`src/rtl/gray_step_arbiter.sv`:
```
// gray_step_arbiter
//
// Shares one 3-bit Gray-code step counter among NREQ requesters. A
// round-robin arbiter grants one requester at a time. The granted requester's
// step count is then applied to the counter, one step per cycle. Completion is
// signalled with a one-cycle pulse. A sticky flag records any wrap of the
// counter from 7 to 0.
//
// Ports:
//   clk_i        clock, all state updates on the rising edge
//   reset_n_i    synchronous active-low reset
//   req_i        per-requester request, bit i is requester i
//   req_steps_i  step count of requester i in bits [i*STEPW +: STEPW]
//   hold_i       freezes stepping while a run is in progress
//   clr_ovf_i    clears the overflow flag (a simultaneous wrap wins)
//   grant_o      one-hot grant of the current owner, zero when idle
//   busy_o       high while a grant is active
//   gray_o       counter value in Gray code
//   done_o       one-cycle pulse when the owner's steps are complete
//   done_id_o    index of the completed requester, valid with done_o
//   overflow_o   sticky wrap flag

module gray_step_arbiter #(
  parameter int NREQ  = 4,
  parameter int IDW   = 2,
  parameter int STEPW = 3
) (
  input  logic                    clk_i,
  input  logic                    reset_n_i,
  input  logic [NREQ-1:0]         req_i,
  input  logic [NREQ*STEPW-1:0]   req_steps_i,
  input  logic                    hold_i,
  input  logic                    clr_ovf_i,
  output logic [NREQ-1:0]         grant_o,
  output logic                    busy_o,
  output logic [2:0]              gray_o,
  output logic                    done_o,
  output logic [IDW-1:0]          done_id_o,
  output logic                    overflow_o
);

  typedef enum logic [1:0] {
    IDLE = 2'd0,
    RUN  = 2'd1,
    DONE = 2'd2
  } state_t;

  state_t           state_q, state_d;
  logic [2:0]       bin_q, bin_d;
  logic [STEPW-1:0] rem_q, rem_d;
  logic [IDW-1:0]   owner_q, owner_d;
  logic [IDW-1:0]   lastGrant_q, lastGrant_d;
  logic             overflow_q, overflow_d;

  logic             winFound;
  logic [IDW-1:0]   winIdx;
  logic [STEPW-1:0] winSteps;
  logic [IDW:0]     cand;
  logic             wrapStep;

  // Round-robin search: walk the requesters starting one past the last owner,
  // wrapping modulo NREQ, and take the first one that is asking.
  always_comb begin
    winFound = 1'b0;
    winIdx   = '0;
    winSteps = '0;
    cand     = '0;
    for (int k = 1; k <= NREQ; k++) begin
      cand = {1'b0, lastGrant_q} + (IDW+1)'(k);
      if (cand >= (IDW+1)'(NREQ)) begin
        cand = cand - (IDW+1)'(NREQ);
      end
      if (!winFound && req_i[cand[IDW-1:0]]) begin
        winFound = 1'b1;
        winIdx   = cand[IDW-1:0];
        winSteps = req_steps_i[cand[IDW-1:0]*STEPW +: STEPW];
      end
    end
  end

  // Next-state logic. Requests are only looked at in IDLE, so a granted run
  // always completes. A zero-step request skips RUN and goes straight to DONE.
  always_comb begin
    state_d     = state_q;
    bin_d       = bin_q;
    rem_d       = rem_q;
    owner_d     = owner_q;
    lastGrant_d = lastGrant_q;
    overflow_d  = overflow_q;
    wrapStep    = 1'b0;

    case (state_q)
      IDLE: begin
        if (winFound) begin
          owner_d = winIdx;
          rem_d   = winSteps;
          state_d = (winSteps == '0) ? DONE : RUN;
        end
      end
      RUN: begin
        if (!hold_i) begin
          bin_d    = bin_q + 3'd1;
          rem_d    = rem_q - STEPW'(1);
          wrapStep = (bin_q == 3'd7);
          if (rem_q == STEPW'(1)) begin
            state_d = DONE;
          end
        end
      end
      DONE: begin
        lastGrant_d = owner_q;
        state_d     = IDLE;
      end
      default: begin
        state_d = IDLE;
      end
    endcase

    // A wrap on the same cycle as a clear keeps the flag set.
    if (wrapStep) begin
      overflow_d = 1'b1;
    end else if (clr_ovf_i) begin
      overflow_d = 1'b0;
    end
  end

  // State registers. A reset in the middle of a run drops it without a Done.
  always_ff @(posedge clk_i) begin
    if (!reset_n_i) begin
      state_q     <= IDLE;
      bin_q       <= '0;
      rem_q       <= '0;
      owner_q     <= '0;
      lastGrant_q <= IDW'(NREQ-1);
      overflow_q  <= 1'b0;
    end else begin
      state_q     <= state_d;
      bin_q       <= bin_d;
      rem_q       <= rem_d;
      owner_q     <= owner_d;
      lastGrant_q <= lastGrant_d;
      overflow_q  <= overflow_d;
    end
  end

  // Outputs are decoded from registered state only.
  always_comb begin
    busy_o     = (state_q != IDLE);
    grant_o    = busy_o ? (NREQ'(1) << owner_q) : '0;
    done_o     = (state_q == DONE);
    done_id_o  = done_o ? owner_q : '0;
    gray_o     = bin_q ^ (bin_q >> 1);
    overflow_o = overflow_q;
  end

endmodule

```
`config.mk`:
```
export PLATFORM = sky130hd
export DESIGN_NAME = gray_step_arbiter
export DESIGN_NICKNAME = d
export VERILOG_FILES = /design/src/rtl/gray_step_arbiter.sv
export SDC_FILE = /design/constraint.sdc
export NUM_CORES = 1
export LEC_CHECK = 0
export CORE_AREA = 4 4 44 85
export DETAILED_ROUTE_END_ITERATION = 8
export DIE_AREA = 0 0 48 89
export GPL_TIMING_DRIVEN = 0
export PLACE_DENSITY = 0.67
export SYNTH_ARGS = -nofsm -noshare
export SYNTH_HDL_FRONTEND = slang
export SYNTH_SLANG_ARGS = --single-unit
```
`constraint.sdc`:
```
create_clock -name clk_i -period 2.81 [get_ports clk_i]
set_input_delay 0.281 -clock clk_i [delete_from_list [all_inputs] [get_ports clk_i]]
set_output_delay 0.281 -clock clk_i [all_outputs]
set_load 0.005 [all_outputs]
```
==> summary.txt, run 1 <==
GRT
  • Largest net degree at the start of global routing: 11
  • Vias in the first global route: 1397
  • GR Overflow Total: 0
  • First-pass GRT wire length: 5760 um
  • GRT Total Usage: 17.7%
  • Initial antenna violation count: 0

Power and ir drop
  • Leak: 0.685 nW
  • Reg power frac: 29.1%
  • Pwr/cell area: 524 nW/um^2
  • Max IR drop VDD: 0.000435 V
  • Psw: 322 uW
  • Gate power share: 51.9%
  • Int Pwr: 543 uW
  • Switch share: 37.3%
  • Clock power frac: 19.0%

STA
  • Final TNS setup: 0 ns
  • Final Cycle Share: 82.1%
  • Slew Limit Fails: 0
  • Worst slew pin tran: 0.529 ns
  • Clock Skews: 0.00119 ns
  • RSZ-0062 raised after global routing: false
  • Final setup fails: 0
  • F_max: 0.434 GHz
  • Max_slew headroom: 64.3%
  • Tmin final: 2.31 ns
  • Final WS setup: 0.504 ns
  • Final hold violation count: 0

Final layout
  • Share of cells above drive strength 1: 13.8%
  • Finished Layout Cells: 219
  • Most frequent cells in the layout: clkdlybuf4s50_1 (30), nor2_1 (17), dfxtp_1 (13)
  • Area Growth Syn to Fin: 30.3%
  • Nets@finish: 213
  • N_diodes: 0
  • Commonest non-fill, non-tap cell in the layout: clkdlybuf4s50_1

Critical path
  • CP endpoint kind: flop
  • CP Launch Point: req_i[1]
  • Reg2Reg Launch Point: lastGrant_q[1]
  • Data required time of the worst path: 2.94 ns
  • Worst path arrival time: 2.44 ns
  • Crit path max fanout: 10
  • Critical setup path kind: primary input to flop
  • Type of origin of the critical path: primary input

Clocking
  • TritonCTS Sinks: 13
  • CTS Hold Bufs: 0
  • CTS HTree Levels: 1
  • Clock buffer depth: 2
  • Setup Buffers After CTS: 0
  • Clk_lat worst skew: 0.24 ns
  • Post-cts resize count: 0
  • TritonCTS clock tree: done
  • Cts bufs inserted: 3
  • CTS root buf: clkbuf_8
  • Register clock-pin slew on the reported worst setup and hold paths: 0.05 ns

Placed design
  • Final HPWL DP: 2810 um
  • Total instance count after detailed placement: 215
  • Place WS: 0.281 ns
  • Port buffer count: 30
  • Gpl congestion: 0.892

Floorplanning
  • Die Wd: 48 um
  • Die ar.: 4270 sq um
  • Initial Util: 40.6%
  • FP Rows: 29
  • Core area: 3120 sq um
  • Die Y: 89 um
  • # IOs: 32

Route
  • Iter 0 DRT Violations: 21
  • Post-route DRC: 0
  • Routed WL: 3420 um
  • Routed Antenna Nets: 0
  • WL/cell: 15.6 um
  • First-pass DRT Iterations: 5
  • Vias per cell: 5.94
  • Via Count: 1301

Status
  • Status: finished, final reports clean

Synth
  • Synth cell types: 43
  • Syn nets: 178
  • Top_reg_cell synth: dfxtp_1
  • Mapped cell area: 1270 sq um
  • Number of synthesized register bits: 13
  • Syn avg cell area: 8.22 sq um
  • Sequential fraction of the synthesis area: 20.6%
  • Post-synth EDFFs: 0
  • Async SR Flop Fraction: 0%
  • Syn Inst Count: 154
  • Yosys synthesis warning count: 0

Run
  • # Max-Cap Violations: 0

Hold path
  • Hold Crit Class: primary input to flop
  • Hold Startpoint: req_i[0]
[metal layers]
layer  track usage (%)  up-vias  share of wire (%)
met1              17.8      611                 35
met3              2.02       10                4.4
met5                 0        -                  0
li1                  -      641                  -
met4              8.09        0                2.7
met2              33.3       39                 57
[cells by family (layout without fill, tap and decap cells)]
group / Yosys count / in the layout / share of synthesized area, %
buffers and inverters: 18 / 52 / 8.99
muxes: 17 / 17 / 14.9
and+or+nand+nor: 57 / 57 / 25.5
xor gates and xnor gates: 2 / 2 / 1.38
adders and majority gates: 4 / 4 / 3.95
AOI/OAI and AO/OA: 43 / 43 / 24.7
DFF: 13 / 13 / 20.6
[cells in the mapped netlist (2+ instances only)]
library cell	count	area (sq um)
a2111oi_0	3	26.3
a211oi_1	2	15.0
a21oi_1	10	50.1
a221oi_2	3	45.0
a31oi_1	3	18.8
and2_1	3	18.8
and4bb_2	2	25.0
buf_2	3	15.0
buf_4	2	15.0
buf_6	4	45.0
dfxtp_1	13	260
ha_1	4	50.1
inv_1	8	30.0
mux2_2	5	56.3
mux2i_1	11	110
nand2_1	10	37.5
nand2b_1	2	12.5
nand3b_1	4	30.0
nor2_1	17	63.8
nor2b_1	3	18.8
nor3_1	3	15.0
nor3b_1	3	22.5
o211ai_1	6	45.0
o21a_1	2	15.0
o21ai_0	7	35.0
o32ai_1	3	26.3
or3_1	2	12.5
[registers in the layout, summed over array words and instances (netlist names)]
name         count
bin_q            3
lastGrant_q      2
overflow_o       1
owner_q          2
rem_q            3
state_q          2
[final timing paths]
check                to  slack (ns)  depth (start not counted)
min          owner_q[0]        0.51                          4
max reg2reg  state_q[0]        0.70                          8
min reg2reg    bin_q[1]        0.52                          2
max          state_q[0]        0.50                          8
[area by class of cell]
type,instances,area (sq um)
Clock buffer,4,45.0
Inverter,8,30.0
Buffer,10,83.8
Sequential cell,13,260
Tap cell,31,38.8
Multi-Input combinational cell,123,892
Timing Repair Buffer,30,300
Fill cell,321,1470
[through the flow]
step / hold slack [ns] / power, mW / util (%) / cell area [sq um]
after floorplan: 0.399 / 0.553 / - / 1270
after global placement: 0.501 / 0.693 / 51.4 / 1610
after detailed placement: 0.509 / 0.705 / 51.4 / 1610
after CTS: 0.509 / 0.874 / 52.9 / 1650
after global routing: 0.544 / 0.937 / 52.9 / 1650
final: 0.505 / 0.865 / 52.9 / 1650
[critical path: stages]
cell and delay [ns]:
clkdlybuf4s50_1 0.49, buf_2 0.20, and4bb_2 0.24, o21ai_0 0.43, o32ai_1 0.20, a221oi_2 0.29
a31oi_1 0.13, o21a_1 0.18
[power by group through the flow]
stage,Sequential (mW),Combinational [mW],Clock (mW)
2_1_floorplan,0.247,0.306,0
3_3_place_gp,0.253,0.440,0
3_5_place_dp,0.255,0.450,0
4_1_cts,0.252,0.453,0.169
5_1_grt,0.256,0.500,0.181
6_report,0.252,0.449,0.165
Note: power is estimated with default switching activity, not from simulation.
==> run 2: changes to the inputs <==
- clock period: 2.81 -> 2.2 ns (I/O delays scaled with it)
==> run 2 against run 1 <==
Die area is the same. Register-to-register slack lost 0.50 ns. Sequential share of layout area shrank 0.50 points. Sequential power grew 28%. Clock power grew 27%. Count of clock-buffer cells in the layout is the same. Critical endpoint unchanged. Largest power group unchanged. Highest routed layer unchanged.
==> summary.txt, run 2 (same netlist as run 1, synthesis figures left out) <==
Clocking
  • CTS HTree Levels: 1 (unchanged)
  • Register clock-pin slew on the reported worst setup and hold paths: 0.05 ns (about the same)
  • Cts bufs inserted: 3 (unchanged)
  • CTS root buf: clkbuf_8
  • TritonCTS Sinks: 13 (unchanged)
  • Clock buffer depth: 2 (unchanged)
  • Clk_lat worst skew: 0.24 ns (about the same)
  • TritonCTS clock tree: done
  • Setup Buffers After CTS: 0 (unchanged)

Floorplanning
  • # IOs: 32 (unchanged)
  • Die Wd: 48 um (unchanged)
  • Core area: 3120 sq um (unchanged)
  • FP Rows: 29 (unchanged)
  • Die ar.: 4270 sq um (unchanged)
  • Initial Util: 40.6% (unchanged)
  • Die Y: 89 um (unchanged)

Critical path
  • Crit-path slowest cell: clkdlybuf4s50_1
  • Critical setup path kind: primary input to flop
  • Worst path arrival time: 2.24 ns (-0.20 ns)
  • Type of origin of the critical path: primary input
  • Reg2Reg Launch Point: lastGrant_q[1]
  • Crit path max fanout: 10 (unchanged)
  • CP max stage delay: 0.49 ns (about the same)
  • Data required time of the worst path: 2.33 ns (-0.61 ns)
  • Crit-path cells: clkdlybuf4s50_1 -> clkbuf_4 -> inv_1 -> and3_4 -> or3_4 -> a221oi_4 -> a31oi_1 -> o21a_1
  • CP Launch Point: req_i[1]
  • CP endpoint kind: flop

Final layout
  • Nets@finish: 213 (unchanged)
  • Finished Layout Cells: 219 (unchanged)
  • Post-route design area: 1710 sq um (+3.8%)
  • Commonest non-fill, non-tap cell in the layout: clkdlybuf4s50_1
  • Area Growth Syn to Fin: 35.3%
  • Top Registers: bin_q (3), rem_q (3)
  • Final core occ: 54.9% (+2.0 points)
  • Share of cells above drive strength 1: 16.0% (+2.1 points)
  • Most frequent cells in the layout: clkdlybuf4s50_1 (29), nor2_1 (17), dfxtp_1 (12)
  • N_diodes: 0 (unchanged)

Route
  • First-pass DRT Iterations: 4 (-1)
  • Vias per cell: 6.00 (+1.1%)
  • Post-route DRC: 0 (unchanged)
  • Via Count: 1315 (+1.1%)
  • Routed WL: 3490 um (+2.0%)
  • Routed Antenna Nets: 0 (unchanged)
  • Iter 0 DRT Violations: 17 (-19%)
  • WL/cell: 15.9 um (+2.0%)

STA
  • Worst slew pin tran: 0.450 ns (-0.0790 ns)
  • Max_slew headroom: 69.2% (+4.9 points)
  • Final hold violation count: 0 (unchanged)
  • F_max: 0.475 GHz
  • Clock Skews: 0.00110 ns (-0.0000900 ns)
  • Final Cycle Share: 95.7%
  • Tmin final: 2.11 ns
  • Final TNS setup: 0 ns (unchanged)
  • Final WS setup: 0.0938 ns (-0.410 ns)
  • RSZ-0062 raised after global routing: false
  • Final setup fails: 0 (unchanged)
  • Slew Limit Fails: 0 (unchanged)

GRT
  • GRT Total Usage: 17.8% (+0.076 points)
  • Initial antenna violation count: 0 (unchanged)
  • GR Overflow Total: 0 (unchanged)
  • First-pass GRT wire length: 5790 um (+0.49%)
  • Largest net degree at the start of global routing: 11 (unchanged)
  • Vias in the first global route: 1396 (-0.072%)

Power and ir drop
  • Pwr/cell area: 668 nW/um^2 (+28%)
  • Max IR drop VDD: 0.000554 V (+27%)
  • Leak: 0.701 nW (+2.4%)

Run
  • # Max-Cap Violations: 0 (unchanged)

Placed design
  • Final HPWL DP: 2810 um (unchanged)
  • Gpl congestion: 0.892 (unchanged)
  • Dpl cell area: 1610 sq um (unchanged)
  • Port buffer count: 30 (unchanged)
  • Place WS: -0.268 ns (-0.549 ns)
  • Total instance count after detailed placement: 215 (unchanged)

Hold path
  • Hold Crit Class: primary input to flop
  • Hold Startpoint: req_i[0]

Status
  • Status: finished, final reports clean
[run 2: cell types whose count changed in the layout (fill, tap and decap cells not counted), sizes merged]
cell / previous run / this run
buf: 9 / 8
clkbuf: 4 / 5
clkdlybuf4s50: 30 / 29
dlymetal6s2s: 0 / 1
[run 2: final cells by class]
type,instances,area [sq um]
Fill cell,316,1410
Tap cell,31,38.8
Buffer,10,90.1
Clock buffer,4,45.0
Multi-Input combinational cell,123,945
Timing Repair Buffer,30,303
Sequential cell,13,262
Inverter,8,30.0
[run 2: worst paths after layout]
kind / endpoint / slack [ns] / cells after the start
setup / recovery: state_q[0] / 0.09 / 8
hold / removal: owner_q[0] / 0.45 / 4
setup reg to reg: state_q[0] / 0.20 / 8
hold reg to reg: bin_q[1] / 0.52 / 2
[run 2: what timing repair did]
item | in CTS | in global routing
gates resized for setup | 1 | 11
setup endpoints to repair | 1 | 3
pin swaps | 0 | 4
cloned | 0 | 0
hold buffers | 0 | 0
[run 2: where the power goes]
part	total, mW	switching, mW	internal [mW]	leakage (nW)
sequential	0.322	0.0402	0.282	0.106
clock	0.210	0.0824	0.128	0.0228
combinational	0.612	0.306	0.306	0.573
total	1.15	0.429	0.716	0.701
[run 2: critical path: cells and delay by family]
kind	cells	cell delay, ns
buffers and inverters	3	0.80
and+or+nand+nor	2	0.62
AOI/OAI and AO/OA	3	0.59
[run 2: metal layers]
layer	global-route usage [%]	vias to the layer above	share of wire, %
met2	33.5	37	57
met5	0	-	0
met3	2.02	12	3.6
met4	7.84	0	2.6
met1	17.9	623	37
li1	-	643	-
[run 2: stage by stage]
step / power (mW) / hold slack, ns
5_1_grt: 1.24 / 0.487
3_3_place_gp: 0.885 / 0.501
6_report: 1.15 / 0.445
2_1_floorplan: 0.706 / 0.338
4_1_cts: 1.12 / 0.448
3_5_place_dp: 0.900 / 0.509
==> run 3: changes to the inputs <==
- GPL_TIMING_DRIVEN: 0 -> not set
- clock period: 2.2 -> 2.56 ns (I/O delays scaled with it)
==> run 3 against run 2 <==
Register-to-register slack better by 0.19 ns. Sequential power shrank 11%. First-iteration DRC count grew 120%. Critical path depth unchanged. Design area fell by 5.3%.
==> summary.txt, run 3 (same netlist as run 1, synthesis figures left out) <==
Placed design
  • Port buffer count: 31 (+3.3%)
  • Total instance count after detailed placement: 212 (-1.4%)
  • Place WS: 0.137 ns (+0.405 ns)
  • Final HPWL DP: 2670 um (-4.7%)
  • Dpl cell area: 1580 sq um (-1.8%)
  • Gpl congestion: 0.947 (+6.2%)

STA
  • Tmin final: 2.20 ns
  • F_max: 0.455 GHz
  • Slew Limit Fails: 0 (unchanged)
  • Final setup fails: 0 (unchanged)
  • Max_slew headroom: 70.4% (+1.2 points)
  • Worst slew pin tran: 0.432 ns (-0.0183 ns)
  • Final hold violation count: 0 (unchanged)
  • Final Cycle Share: 85.8%
  • Final WS setup: 0.363 ns (+0.270 ns)
  • Hold WS: 0.513 ns (+0.0677 ns)
  • Clock Skews: 0.00196 ns (+0.000862 ns)
  • Final TNS setup: 0 ns (unchanged)
  • RSZ-0062 raised after global routing: false

Power and ir drop
  • Max IR drop VDD: 0.000376 V (-32%)
  • Reg power frac: 29.9% (+1.7 points)
  • Psw: 358 uW (-17%)
  • Pwr/cell area: 589 nW/um^2 (-12%)
  • Clock power frac: 19.5% (+1.1 points)
  • Total power: 954 uW (-17%)
  • Gate power share: 50.6% (-2.9 points)
  • Leak: 0.666 nW (-5.1%)
  • Switch share: 37.5% (+0.049 points)
  • Int Pwr: 597 uW (-17%)

Hold path
  • Hold Startpoint: bin_q[1]
  • Worst Hold Path EP: bin_q[1]
  • Hold path depth: 2 (-2)
  • Hold Crit Class: flop to flop

Critical path
  • Reg2Reg Depth: 7 (-1)
  • Reg2reg setup slack: 0.39 ns (+0.19 ns)
  • Reg2Reg Launch Point: lastGrant_q[1]
  • Crit path max fanout: 9 (-1)
  • CP endpoint kind: flop
  • Worst path arrival time: 2.33 ns (+0.09 ns)
  • Reg-to-Reg End: rem_q[2]
  • Data required time of the worst path: 2.70 ns (+0.37 ns)
  • Critical setup path kind: primary input to flop
  • Type of origin of the critical path: primary input

Clocking
  • Post-cts resize count: 0 (-1)
  • TritonCTS Sinks: 13 (unchanged)
  • CTS HTree Levels: 1 (unchanged)
  • Clock buffer depth: 2 (unchanged)
  • TritonCTS clock tree: done
  • CTS Hold Bufs: 0 (unchanged)
  • Cts bufs inserted: 3 (unchanged)
  • CTS root buf: clkbuf_8
  • Clk_lat worst skew: 0.24 ns (about the same)
  • Register clock-pin slew on the reported worst setup and hold paths: 0.05 ns (about the same)
  • Setup Buffers After CTS: 0 (unchanged)

Floorplanning
  • Die Wd: 48 um (unchanged)
  • Initial Util: 40.6% (unchanged)
  • Core area: 3120 sq um (unchanged)
  • FP Rows: 29 (unchanged)
  • Die Y: 89 um (unchanged)
  • # IOs: 32 (unchanged)
  • Die ar.: 4270 sq um (unchanged)

Route
  • Iter 0 DRT Violations: 37 (+20)
  • Metal-1 WL: 1240 um (-2.7%)
  • Via Count: 1289 (-2.0%)
  • Routed WL: 3320 um (-4.8%)
  • Highest metal used: met4
  • Vias per cell: 5.97 (-0.62%)
  • Routed Antenna Nets: 0 (unchanged)
  • WL met2: 1850 um (-7.4%)
  • Metal3 WL: 150 um (+21%)
  • WL/cell: 15.4 um (-3.4%)
  • First-pass DRT Iterations: 4 (unchanged)
  • Post-route DRC: 0 (unchanged)

GRT
  • Vias in the first global route: 1237 (-11%)
  • Largest net degree at the start of global routing: 15 (+4)
  • First-pass GRT wire length: 5460 um (-5.6%)
  • GR Overflow Total: 0 (unchanged)
  • Initial antenna violation count: 0 (unchanged)
  • GRT Total Usage: 16.8% (-0.96 points)

Final layout
  • Share of cells above drive strength 1: 12.4% (-3.5 points)
  • Nets@finish: 210 (-1.4%)
  • Commonest non-fill, non-tap cell in the layout: clkdlybuf4s50_1
  • Post-route design area: 1620 sq um (-5.3%)
  • Area Growth Syn to Fin: 28.1%
  • Most frequent cells in the layout: clkdlybuf4s50_1 (31), nor2_1 (17), dfxtp_1 (13)
  • Final core occ: 52.0% (-2.9 points)
  • N_diodes: 0 (unchanged)
  • Finished Layout Cells: 216 (-1.4%)
  • Top Registers: bin_q (3), rem_q (3)

Run
  • # Max-Cap Violations: 0 (unchanged)

Status
  • Status: finished, final reports clean
## run 3: cell count changes in the layout (fill, tap and decap cells not counted), sizes merged
cell	before	now
clkbuf	5	4
clkdlybuf4s50	29	31
dlymetal6s2s	1	0
dlygate4sd1	1	0
buf	8	6
## run 3: area by class of cell
type	instances	area [sq um]
Clock buffer	4	45.0
Fill cell	305	1500
Inverter	8	30.0
Multi-Input combinational cell	123	892
Sequential cell	13	260
Tap cell	31	38.8
Timing Repair Buffer	37	355
## run 3: critical path, cell delays in order
cell	delay, ns
clkdlybuf4s50_1	0.55
buf_4	0.22
and4bb_2	0.23
a31oi_1	0.33
o32ai_1	0.17
a221oi_2	0.26
o221ai_1	0.15
and2_1	0.18
## run 3: worst max-delay path by stage
stage,from,to,slack [ns],cells past startpoint
finish,req_i[1],rem_q[2],0.36,8
CTS,lastGrant_q[1],rem_q[2],0.39,7
floorplan,lastGrant_q[1],state_q[0],0.71,8
global placement,req_i[0],state_q[0],0.14,7
global route,lastGrant_q[1],state_q[0],0.23,7
detailed placement,req_i[0],rem_q[2],0.14,7
## run 3: power groups by stage
stage / sequential, mW / combinational (mW) / clock, mW
floorplan: 0.271 / 0.336 / 0
global placement: 0.286 / 0.470 / 0
detailed placement: 0.287 / 0.481 / 0
CTS: 0.284 / 0.484 / 0.186
global route: 0.292 / 0.533 / 0.199
finish: 0.285 / 0.483 / 0.186
## run 3: metal layers
metal  vias up  GRT usage, %
met4         0          5.15
li1        640             -
met3         9          1.81
met5         -             0
met1       602          18.9
met2        38          31.0
==> RTL change: new RTL, settings of run 3 <==
Set the parameter `IDW` to 1 (it was 2).
--- a/src/rtl/gray_step_arbiter.sv
+++ b/src/rtl/gray_step_arbiter.sv
@@ -24,3 +24,3 @@
   parameter int NREQ  = 4,
-  parameter int IDW   = 2,
+  parameter int IDW   = 1,
   parameter int STEPW = 3
Interface: changed (resized done_id_o); port bits go from 32 to 31. No check against the original RTL was run, so the function may have changed too.
==> RTL change against run 3 <==
- worst setup slack improved by 0.22 ns
- first-iteration DRC count is 62% lower
- largest cell class unchanged
- power down 44%
- final area decreased by 40%
- count of clock-buffer cells in the layout unchanged
- critical endpoint is now done_id_o
- synthesized area decreased by 41%
- hold slack got worse by 0.042 ns
- clock skew grew 0.0028 ns
- wire length decreased by 54%
- die area did not move
- critical path type is now register to output pin
- register-to-register slack improved by 0.80 ns
- sequential cell count is 2 lower
- utilization down 21 points
- via count decreased by 50%
==> RTL change: results (changes against run 3) <==
Most common library cells after synthesis: 11 x dfxtp_1, 8 x nor2_1, 8 x nor2b_1
Cells on worst reg2reg path: 4 (-3)
CP max FO: 8 (-1)
Number of port buffers: 20 (-35%)
Sw Share: 0.2847 (-0.09026)
Met2 Wirelength: 744 um (-60%)
GRT met2 Usage: 0.1315 (-0.1785)
Reg2reg end: state_q[0]$_SDFFE_PN0P_
Overall global routing resource usage: 0.08044 (-0.08801)
Post-synthesis cell type count: 36 (-16%)
1st-iter DRT viols: 14 (-62%)
Worst vdd ir: 0.0003238 V (-14%)
Outcome: complete, no violations
Met3 usage: 0.02016 (+0.002016)
Critical R2R Launch: state_q[0]$_SDFFE_PN0P_
Top cells by area, synth: dfxtp_1 30%, ha_1 6.7%, nor2b_1 6.7%
Layout cells sized above 1: 0.06796 (-0.05636)
Arrival time worst endpoint: 1.72 ns (-0.61 ns)
Lkg Pwr: 0.0003730 uW (-44%)
DRT met1 WL: 618 um (-50%)
Reg2reg setup slack: 1.19 ns (+0.80 ns)
Hold slack: 0.4706 ns (-0.04250 ns)
Crit-path max cell delay: 0.53 ns (-0.02 ns)
Pwr/cell area: 548.6 mW/mm2 (-6.8%)
Finished Layout Cells: 134 (-38%)
First-pass GRT wire length: 2449 um (-55%)
Met3 routed WL: 119 um (-21%)
Placement Cell Area: 927.1 um2 (-41%)
Pre-CTS WS: 0.7932 ns (+0.6560 ns)
Comb pwr: 149 uW (-69%)
CP max stage cell: dfxtp_1
Vias in the first global route: 604 (-51%)
Placer Congestion: 0.7817 (-17%)
Register area share after synthesis: 0.2953 (+0.08977)
Hold WC Path Type: register to register
Register share of total power: 0.393 (+0.094)
RTL change: cell count changes after synthesis, moves of 3 or more:
cell	change
nor2_1	-9
a21oi_1	-8
mux2i_1	-8
nand2_1	-6
inv_1	-5
mux2_2	-5
nor2b_1	+5
o211ai_1	-5
a2111oi_0	-3
a221oi_2	-3
buf_2	-3
nand3b_1	-3
nor3b_1	-3
RTL change: worst max-delay path by stage:
stage	startpoint	endpoint	slack, ns	depth (start not counted)
2_1_floorplan	state_q[1]$_SDFFE_PN0P_	rem_q[2]$_SDFFE_PN0P_	1.41	4
6_report	state_q[1]$_SDFFE_PN0P_	done_id_o	0.58	3
4_1_cts	state_q[1]$_SDFFE_PN0P_	done_id_o	0.56	3
3_5_place_dp	req_i[0]	rem_q[0]$_SDFFE_PN0P_	0.79	5
5_1_grt	state_q[1]$_SDFFE_PN0P_	done_id_o	0.48	3
3_3_place_gp	req_i[0]	rem_q[0]$_SDFFE_PN0P_	0.80	5
RTL change: area by class of cell:
type | instances | area, um2
Sequential cell | 11 | 220.2
Inverter | 3 | 11.26
Tap cell | 31 | 38.79
Fill cell | 336 | 2148
Timing Repair Buffer | 20 | 200.2
Clock buffer | 4 | 45.04
Multi-Input combinational cell | 65 | 456.7
RTL change: logic make-up after synthesis:
logic type	after synthesis	share of synthesized area
xor gates and xnor gates	2	0.02349
AOI/OAI and AO/OA	22	0.2181
adders and majority gates	4	0.06712
DFF	11	0.2953
other	1	0.005029
muxes	3	0.04027
and+or+nand+nor	32	0.2534
buffers and inverters	10	0.09730
RTL change: critical path: cells and delay by family (launching register included):
family        cells  cell delay (ns)
buf+inv           1             0.49
simple gates      2             0.47
flops             1             0.53
